===== src/rtl/sram_zbt_controller_if.sv =====
// Arbiter-to-SRAM request/response bundle.
// The arbiter side is master and the controller side is slave.
interface sram_zbt_controller_if;
  logic        sram_addr_valid;
  logic        sram_ready;
  logic [17:0] sram_addr;
  logic [31:0] sram_data_in;
  logic [3:0]  sram_write_mask;
  logic [31:0] sram_data_out;
  logic        sram_data_out_valid;

  modport master (
    output sram_addr_valid,
    output sram_addr,
    output sram_data_in,
    output sram_write_mask,
    input  sram_ready,
    input  sram_data_out,
    input  sram_data_out_valid
  );

  modport slave (
    input  sram_addr_valid,
    input  sram_addr,
    input  sram_data_in,
    input  sram_write_mask,
    output sram_ready,
    output sram_data_out,
    output sram_data_out_valid
  );
endinterface


===== src/rtl/sram_zbt_controller.sv =====
// ZBT SRAM controller: registered pin control, fixed-latency in-order reads,
// read-to-write turnaround and a power-up hold-off.
module sram_zbt_controller #(
  parameter int INIT_CYCLES = 16,
  parameter int RD_LATENCY  = 2,
  parameter int WR_LATENCY  = 2,
  parameter int TURNAROUND  = 1
) (
  input  logic        sram_clock,
  input  logic        reset,
  sram_zbt_controller_if.slave req,
  output logic [17:0] sram_p_addr,
  output logic        sram_p_ce_l,
  output logic        sram_p_we_l,
  output logic [3:0]  sram_p_bw_l,
  output logic [31:0] sram_p_dq_out,
  output logic        sram_p_dq_oe,
  input  logic [31:0] sram_p_dq_in
);

  localparam int CW = $clog2(INIT_CYCLES + 1);
  localparam int TW = $clog2(TURNAROUND + 2);

  typedef enum logic {INIT, RUN} state_t;

  state_t                state;
  logic [CW-1:0]         init_cnt;
  logic [TW-1:0]         turn_cnt;
  logic                  is_wr;
  logic                  hazard;
  logic                  accept;
  logic [WR_LATENCY-1:0] wr_vld;
  logic [31:0]           wr_dat [WR_LATENCY];
  logic [RD_LATENCY:0]   rd_vld;

  assign is_wr  = |req.sram_write_mask;
  assign hazard = req.sram_addr_valid && is_wr
                  && (turn_cnt != '0);
  // Never claim an accept on a cycle that is being reset.
  assign req.sram_ready = !reset && (state == RUN)
                          && !hazard;
  assign accept = req.sram_addr_valid && req.sram_ready;

  always_ff @(posedge sram_clock) begin
    if (reset) begin
      state                   <= INIT;
      init_cnt                <= '0;
      turn_cnt                <= '0;
      sram_p_addr             <= '0;
      sram_p_ce_l             <= 1'b1;
      sram_p_we_l             <= 1'b1;
      sram_p_bw_l             <= 4'hf;
      sram_p_dq_out           <= '0;
      sram_p_dq_oe            <= 1'b0;
      wr_vld                  <= '0;
      rd_vld                  <= '0;
      req.sram_data_out       <= '0;
      req.sram_data_out_valid <= 1'b0;
      for (int i = 0; i < WR_LATENCY; i++)
        wr_dat[i] <= '0;
    end else begin
      case (state)
        INIT: begin
          init_cnt <= init_cnt + 1'b1;
          if (init_cnt == CW'(INIT_CYCLES - 1))
            state <= RUN;
        end
        RUN: ;
        default: state <= INIT;
      endcase

      if (accept && !is_wr)
        turn_cnt <= TW'(TURNAROUND);
      else if (turn_cnt != '0)
        turn_cnt <= turn_cnt - 1'b1;

      sram_p_ce_l <= !accept;
      sram_p_we_l <= !(accept && is_wr);
      sram_p_bw_l <= (accept && is_wr)
                     ? ~req.sram_write_mask : 4'hf;
      if (accept)
        sram_p_addr <= req.sram_addr;

      // Stage 0 holds the command-cycle entry.
      wr_vld[0] <= accept && is_wr;
      wr_dat[0] <= req.sram_data_in;
      for (int i = 1; i < WR_LATENCY; i++) begin
        wr_vld[i] <= wr_vld[i-1];
        wr_dat[i] <= wr_dat[i-1];
      end
      sram_p_dq_oe <= wr_vld[WR_LATENCY-1];
      if (wr_vld[WR_LATENCY-1])
        sram_p_dq_out <= wr_dat[WR_LATENCY-1];

      rd_vld[0] <= accept && !is_wr;
      for (int i = 1; i <= RD_LATENCY; i++)
        rd_vld[i] <= rd_vld[i-1];
      req.sram_data_out_valid <= rd_vld[RD_LATENCY];
      if (rd_vld[RD_LATENCY])
        req.sram_data_out <= sram_p_dq_in;
    end
  end

endmodule


===== src/flat_wrapper.sv =====
// flat-port wrapper written by rule: the top's interface ports become plain ports
module sram_zbt_controller_flat 
#(
  parameter int INIT_CYCLES = 16,
  parameter int RD_LATENCY  = 2,
  parameter int WR_LATENCY  = 2,
  parameter int TURNAROUND  = 1
)
  (sram_clock, reset, sram_p_addr, sram_p_ce_l, sram_p_we_l, sram_p_bw_l, sram_p_dq_out, sram_p_dq_oe, sram_p_dq_in, req_sram_addr_valid, req_sram_addr, req_sram_data_in, req_sram_write_mask, req_sram_ready, req_sram_data_out, req_sram_data_out_valid);
  sram_zbt_controller_if req_i ();
  input  logic sram_clock;
  input  logic reset;
  output logic [17:0] sram_p_addr;
  output logic sram_p_ce_l;
  output logic sram_p_we_l;
  output logic [3:0] sram_p_bw_l;
  output logic [31:0] sram_p_dq_out;
  output logic sram_p_dq_oe;
  input  logic [31:0] sram_p_dq_in;
  input wire logic [$bits(req_i.sram_addr_valid)-1:0] req_sram_addr_valid;
  input wire logic [$bits(req_i.sram_addr)-1:0] req_sram_addr;
  input wire logic [$bits(req_i.sram_data_in)-1:0] req_sram_data_in;
  input wire logic [$bits(req_i.sram_write_mask)-1:0] req_sram_write_mask;
  output wire logic [$bits(req_i.sram_ready)-1:0] req_sram_ready;
  output wire logic [$bits(req_i.sram_data_out)-1:0] req_sram_data_out;
  output wire logic [$bits(req_i.sram_data_out_valid)-1:0] req_sram_data_out_valid;
  assign req_i.sram_addr_valid = req_sram_addr_valid;
  assign req_i.sram_addr = req_sram_addr;
  assign req_i.sram_data_in = req_sram_data_in;
  assign req_i.sram_write_mask = req_sram_write_mask;
  assign req_sram_ready = req_i.sram_ready;
  assign req_sram_data_out = req_i.sram_data_out;
  assign req_sram_data_out_valid = req_i.sram_data_out_valid;
  sram_zbt_controller #(.INIT_CYCLES(INIT_CYCLES), .RD_LATENCY(RD_LATENCY), .WR_LATENCY(WR_LATENCY), .TURNAROUND(TURNAROUND)) u_core (.sram_clock(sram_clock), .reset(reset), .req(req_i), .sram_p_addr(sram_p_addr), .sram_p_ce_l(sram_p_ce_l), .sram_p_we_l(sram_p_we_l), .sram_p_bw_l(sram_p_bw_l), .sram_p_dq_out(sram_p_dq_out), .sram_p_dq_oe(sram_p_dq_oe), .sram_p_dq_in(sram_p_dq_in));
endmodule

===== config.mk =====
export PLATFORM = sky130hd
export DESIGN_NAME = sram_zbt_controller_flat
export DESIGN_NICKNAME = d
export VERILOG_FILES = /design/src/rtl/sram_zbt_controller_if.sv /design/src/rtl/sram_zbt_controller.sv /design/src/flat_wrapper.sv
export SDC_FILE = /design/constraint.sdc
export NUM_CORES = 1
export LEC_CHECK = 0
export BUFFER_PORTS_ARGS = -buffer_cell sky130_fd_sc_hd__buf_2
export CAP_MARGIN = 20
export CORE_ASPECT_RATIO = 1.4
export CORE_UTILIZATION = 49
export DETAILED_ROUTE_END_ITERATION = 10
export GPL_ROUTABILITY_DRIVEN = 0
export PLACE_DENSITY_LB_ADDON = 0.25
export REMOVE_ABC_BUFFERS = 1
export SLEW_MARGIN = 20
export SYNTH_ARGS = -nofsm -noshare
export SYNTH_HDL_FRONTEND = slang
export SYNTH_SLANG_ARGS = --single-unit
export TNS_END_PERCENT = 5

===== constraint.sdc =====
create_clock -name sram_clock -period 2 [get_ports sram_clock]
set_input_delay 0.2 -clock sram_clock [delete_from_list [all_inputs] [get_ports sram_clock]]
set_output_delay 0.2 -clock sram_clock [all_outputs]
set_load 0.005 [all_outputs]

==> results.txt <==
On the final layout, the worst clock skew is 6.864 ps. The synthesized instance count is 468. STA classifies the critical path startpoint as a primary input. The filler cell count in the final layout came out at 878.

The wire length of the first global-routing pass came out at 17270 µm. In the final layout, the multi-input gates occupy 1924 µm². The total overflow left after global routing is 0. Entering global routing, the biggest net connects 121 pins.

The minimum clock period after layout is 1850 ps. The HPWL after detailed placement is 6877 µm. Before CTS, the worst setup slack after placement is 277.2 ps. The required arrival time at the worst endpoint came out at 1800 ps.

The number of global-route vias before repair is 3798. During synthesis, Yosys emitted a total of 0 warnings. The flow ran to the end, and the final reports show no timing, DRC or antenna violations. The maximum level of the CTS H-tree came out at 4. The worst hold path begins at req_sram_data_in[3]. The achievable clock frequency came out at 0.5407 GHz.

The average wire length per cell after detail routing is 12.98 µm. Detailed routing inserted a total of 3793 vias. The number of vias per cell after detailed routing came out at 4.581. The placeable core region came out at 10810 µm². The maximum fanout along the worst path came out at 5. Dividing total power by cell area gives a power density of 1001 nW/µm².

After clock tree synthesis, the clock-pin slew on the worst setup and hold paths is 60 ps. The share of cells above drive strength 1 came out at 34.64%. The count of boundary I/O pins came out at 180.

The count of cells along the worst hold path came out at 2. The mean cell area of the mapped netlist came out at 11.55 µm². The worst-case IR drop observed on VDD is 0.5463 mV. The setup slack of the worst register-to-register path came out at 280 ps. The most used cell along the critical path is buf_2. The number of DRC violations after detailed routing is 0.

TritonCTS built the clock tree. Measured in cells, the most critical reg-to-reg path has a length of 5. The worst slew margin relative to its limit is 63.56%. Clock tree synthesis found a total of 167 sinks. On the critical path, the stage with the largest delay is an instance of dlygate4sd3_1. The post-route fraction of the period consumed by the critical path is 92.48%. The initial core utilization came out at 50.00%. The synthesis-stage register bit count is 167. For this run, the number of standard cells in the final layout without fillers is 828. The total global-route track usage is 19.25%.

For this run, the detailed router's first-pass iteration total came to 6. In the final layout, flip-flops and latches occupy 3346 µm². In this run the clock root is driven by a clkbuf_16. After routing, the total negative slack on setup checks comes to 0 ps. The die is 126.3 µm tall. STA classifies the critical path endpoint as an output port. Setup repair after global routing left no endpoint under its margin. The number of buffers created by CTS is 17. The number of setup violations in the final report is 0. The path class of the tightest hold or removal check is in2reg. The number of different library cells in the post-synthesis netlist is 27.

The final number of max-transition violations is 0. Counting along the longest clock path gives a buffer depth of 2. The synthesized netlist occupies a cell area of 5405 µm².

The number of cells after detailed placement came out at 767. The count of max-cap constraint violations is 0. For this block, the routed nets add up to 10740 µm of wire. The count of input and output buffers came out at 179. Walking the worst path, the cells encountered are dlygate4sd3_1, buf_2, nor4_4, o311a_1, buf_2. The minimum hold slack came out at 17.52 ps. The final instance area came out at 7386 µm². The post-CTS setup buffer count is 0. The setup slack of the critical path after layout is 150.4 ps. The number of nets with antenna violations after routing came out at 0.

The data arrival time at the worst-slack endpoint came out at 1650 ps. The number of violations reported at the end of detailed-routing iteration 0 is 137. The worst stage delay on the critical path is 540 ps. The worst hold path terminates at u_core.wr_dat[0][3]$_SDFF_PP0_. The number of antenna violations at the first check in global routing came out at 1. The analysis attributes to cell leakage a power of 3.315 nW. The number of hold violations in the final report came out at 0.

The clock latency of the later-clocked register in the worst-skew pair is 410 ps. The antenna diode count came out at 0. The number of placement rows is 45.

The worst setup path is of the in2out kind. The die covers 11460 µm². The synthesis-to-layout area growth came out at 36.64%.

At the pin with the least slew margin, the transition time is 546.6 ps. The post-synthesis sequential area ratio is 61.85%. The placed cell area is 6434 µm². The cts-stage hold buffer count came out at 28.

The number of nets in the layout is 766. In this run the critical register-to-register path is launched from u_core.turn_cnt[0]$_SDFFE_PP0P_. Post-CTS repair changed the size of 0 cells. The width of the die came out at 90.77 µm. In this run the critical register-to-register path is captured at u_core.sram_p_addr[4]$_SDFFE_PP0N_.
## critical path: cells and delay by family
kind            cells  cell delay [ps]
buf+inv             3              790
simple gates        1              450
compound gates      1              200
## worst max-delay path by stage
stage | from | end | slack [ps]
floorplan | u_core.turn_cnt[0]$_SDFFE_PP0P_ | u_core.sram_p_addr[0]$_SDFFE_PP0N_ | 70
global placement | u_core.turn_cnt[0]$_SDFFE_PP0P_ | u_core.sram_p_addr[1]$_SDFFE_PP0N_ | 330
detailed placement | u_core.turn_cnt[0]$_SDFFE_PP0P_ | u_core.sram_p_addr[4]$_SDFFE_PP0N_ | 280
CTS | req_sram_write_mask[0] | req_sram_ready | 150
global route | req_sram_write_mask[0] | req_sram_ready | 80
finish | req_sram_write_mask[0] | req_sram_ready | 150
## area by class of cell
type	count	area share [%]
Multi-Input combinational cell	269	26.05
Timing Repair Buffer	214	17.04
Clock inverter	14	3.151
Tap cell	141	2.389
Sequential cell	167	45.30
Inverter	5	0.2541
Clock buffer	18	5.811
## per-layer routing
metal	part of all wire [%]	track usage, %	vias to the layer above
li1	-	-	1911
met1	39	19.92	1764
met2	54	35.34	102
met3	5.2	6.159	14
met4	1.5	8.065	2
met5	0.12	0	-
## cell usage in the layout, fill, tap and decap left out
cell           count
nor4_4             1
nor2_1            73
mux2i_1           65
xnor2_1            2
buf_4              5
and3_1             1
buf_12             2
clkbuf_16         17
nand2_1            4
o311a_1            1
bufinv_16          5
dfxtp_2            2
nor2b_1           88
inv_6              5
and2_0             1
mux2_4             9
nand2b_1           1
clkinv_4           1
inv_1              5
o31ai_4            1
clkbuf_1           1
inv_8              2
and2_1             1
buf_2            178
nand4b_1           1
dfxtp_1          165
nor3_1             1
and3b_1            1
and2b_1            1
a21o_1             1
mux2_2             9
a21oi_1            2
clkinvlp_4         1
xor2_1             2
ha_1               3
dlygate4sd3_1     29
## kinds of logic (layout without fill, tap and decap cells)
logic type	Yosys count	in the layout	synth area share [%]
AOI/OAI and AO/OA	5	5	0.9028
xor gates and xnor gates	4	4	0.6483
and+or+nand+nor	174	174	16.94
muxes	83	83	16.41
buffers and inverters	32	251	2.546
adders and majority gates	3	3	0.6945
DFF	167	167	61.85
## metrics by stage
step                total power [mW]  util [%]
finish                         7.396     68.32
global route                   7.668     68.32
CTS                            7.478     68.23
detailed placement             3.820     59.51
global placement               3.795     59.51
floorplan                      3.647         -
## flip-flops by register name, summed over array words and instances (netlist names)
register	flops
u_core.sram_p_dq_out	32
u_core.turn_cnt	2
u_core.rd_vld	3
u_core.req.sram_data_out_valid	1
u_core.sram_p_we_l	1
u_core.sram_p_ce_l	1
u_core.wr_vld	2
u_core.wr_dat	64
u_core.req.sram_data_out	32
u_core.sram_p_addr	18
u_core.sram_p_dq_oe	1
u_core.sram_p_bw_l	4
u_core.init_cnt	5
u_core.state	1
## synthesized netlist by cell type (all sizes together)
| cell | count | area, µm² |
|---|---|---|
| dfxtp | 167 | 3343 |
| nor2b | 88 | 550.5 |
| nor2 | 73 | 274.0 |
| mux2i | 65 | 650.6 |
| clkbuf | 18 | 67.56 |
| mux2 | 18 | 236.5 |
| buf | 9 | 51.30 |
| inv | 5 | 18.77 |
| nand2 | 4 | 15.01 |
| ha | 3 | 37.54 |
| a21oi | 2 | 10.01 |
| and2 | 2 | 12.52 |
| xnor2 | 2 | 17.52 |
| xor2 | 2 | 17.52 |
| a21o | 1 | 7.510 |
| and2b | 1 | 7.510 |
| and3 | 1 | 6.260 |
| and3b | 1 | 8.760 |
| nand2b | 1 | 6.260 |
| nand4b | 1 | 8.760 |
| nor3 | 1 | 5.000 |
| nor4 | 1 | 21.27 |
| o311a | 1 | 10.01 |
| o31ai | 1 | 21.27 |
## power by group
part | total [mW] | switching, mW | internal, mW
combinational | 0.354 | 0.163 | 0.191
clock | 3.61 | 1.35 | 2.26
sequential | 3.43 | 0.0268 | 3.41
total | 7.40 | 1.54 | 5.86
No activity file was read; power rests on OpenSTA's default activity.
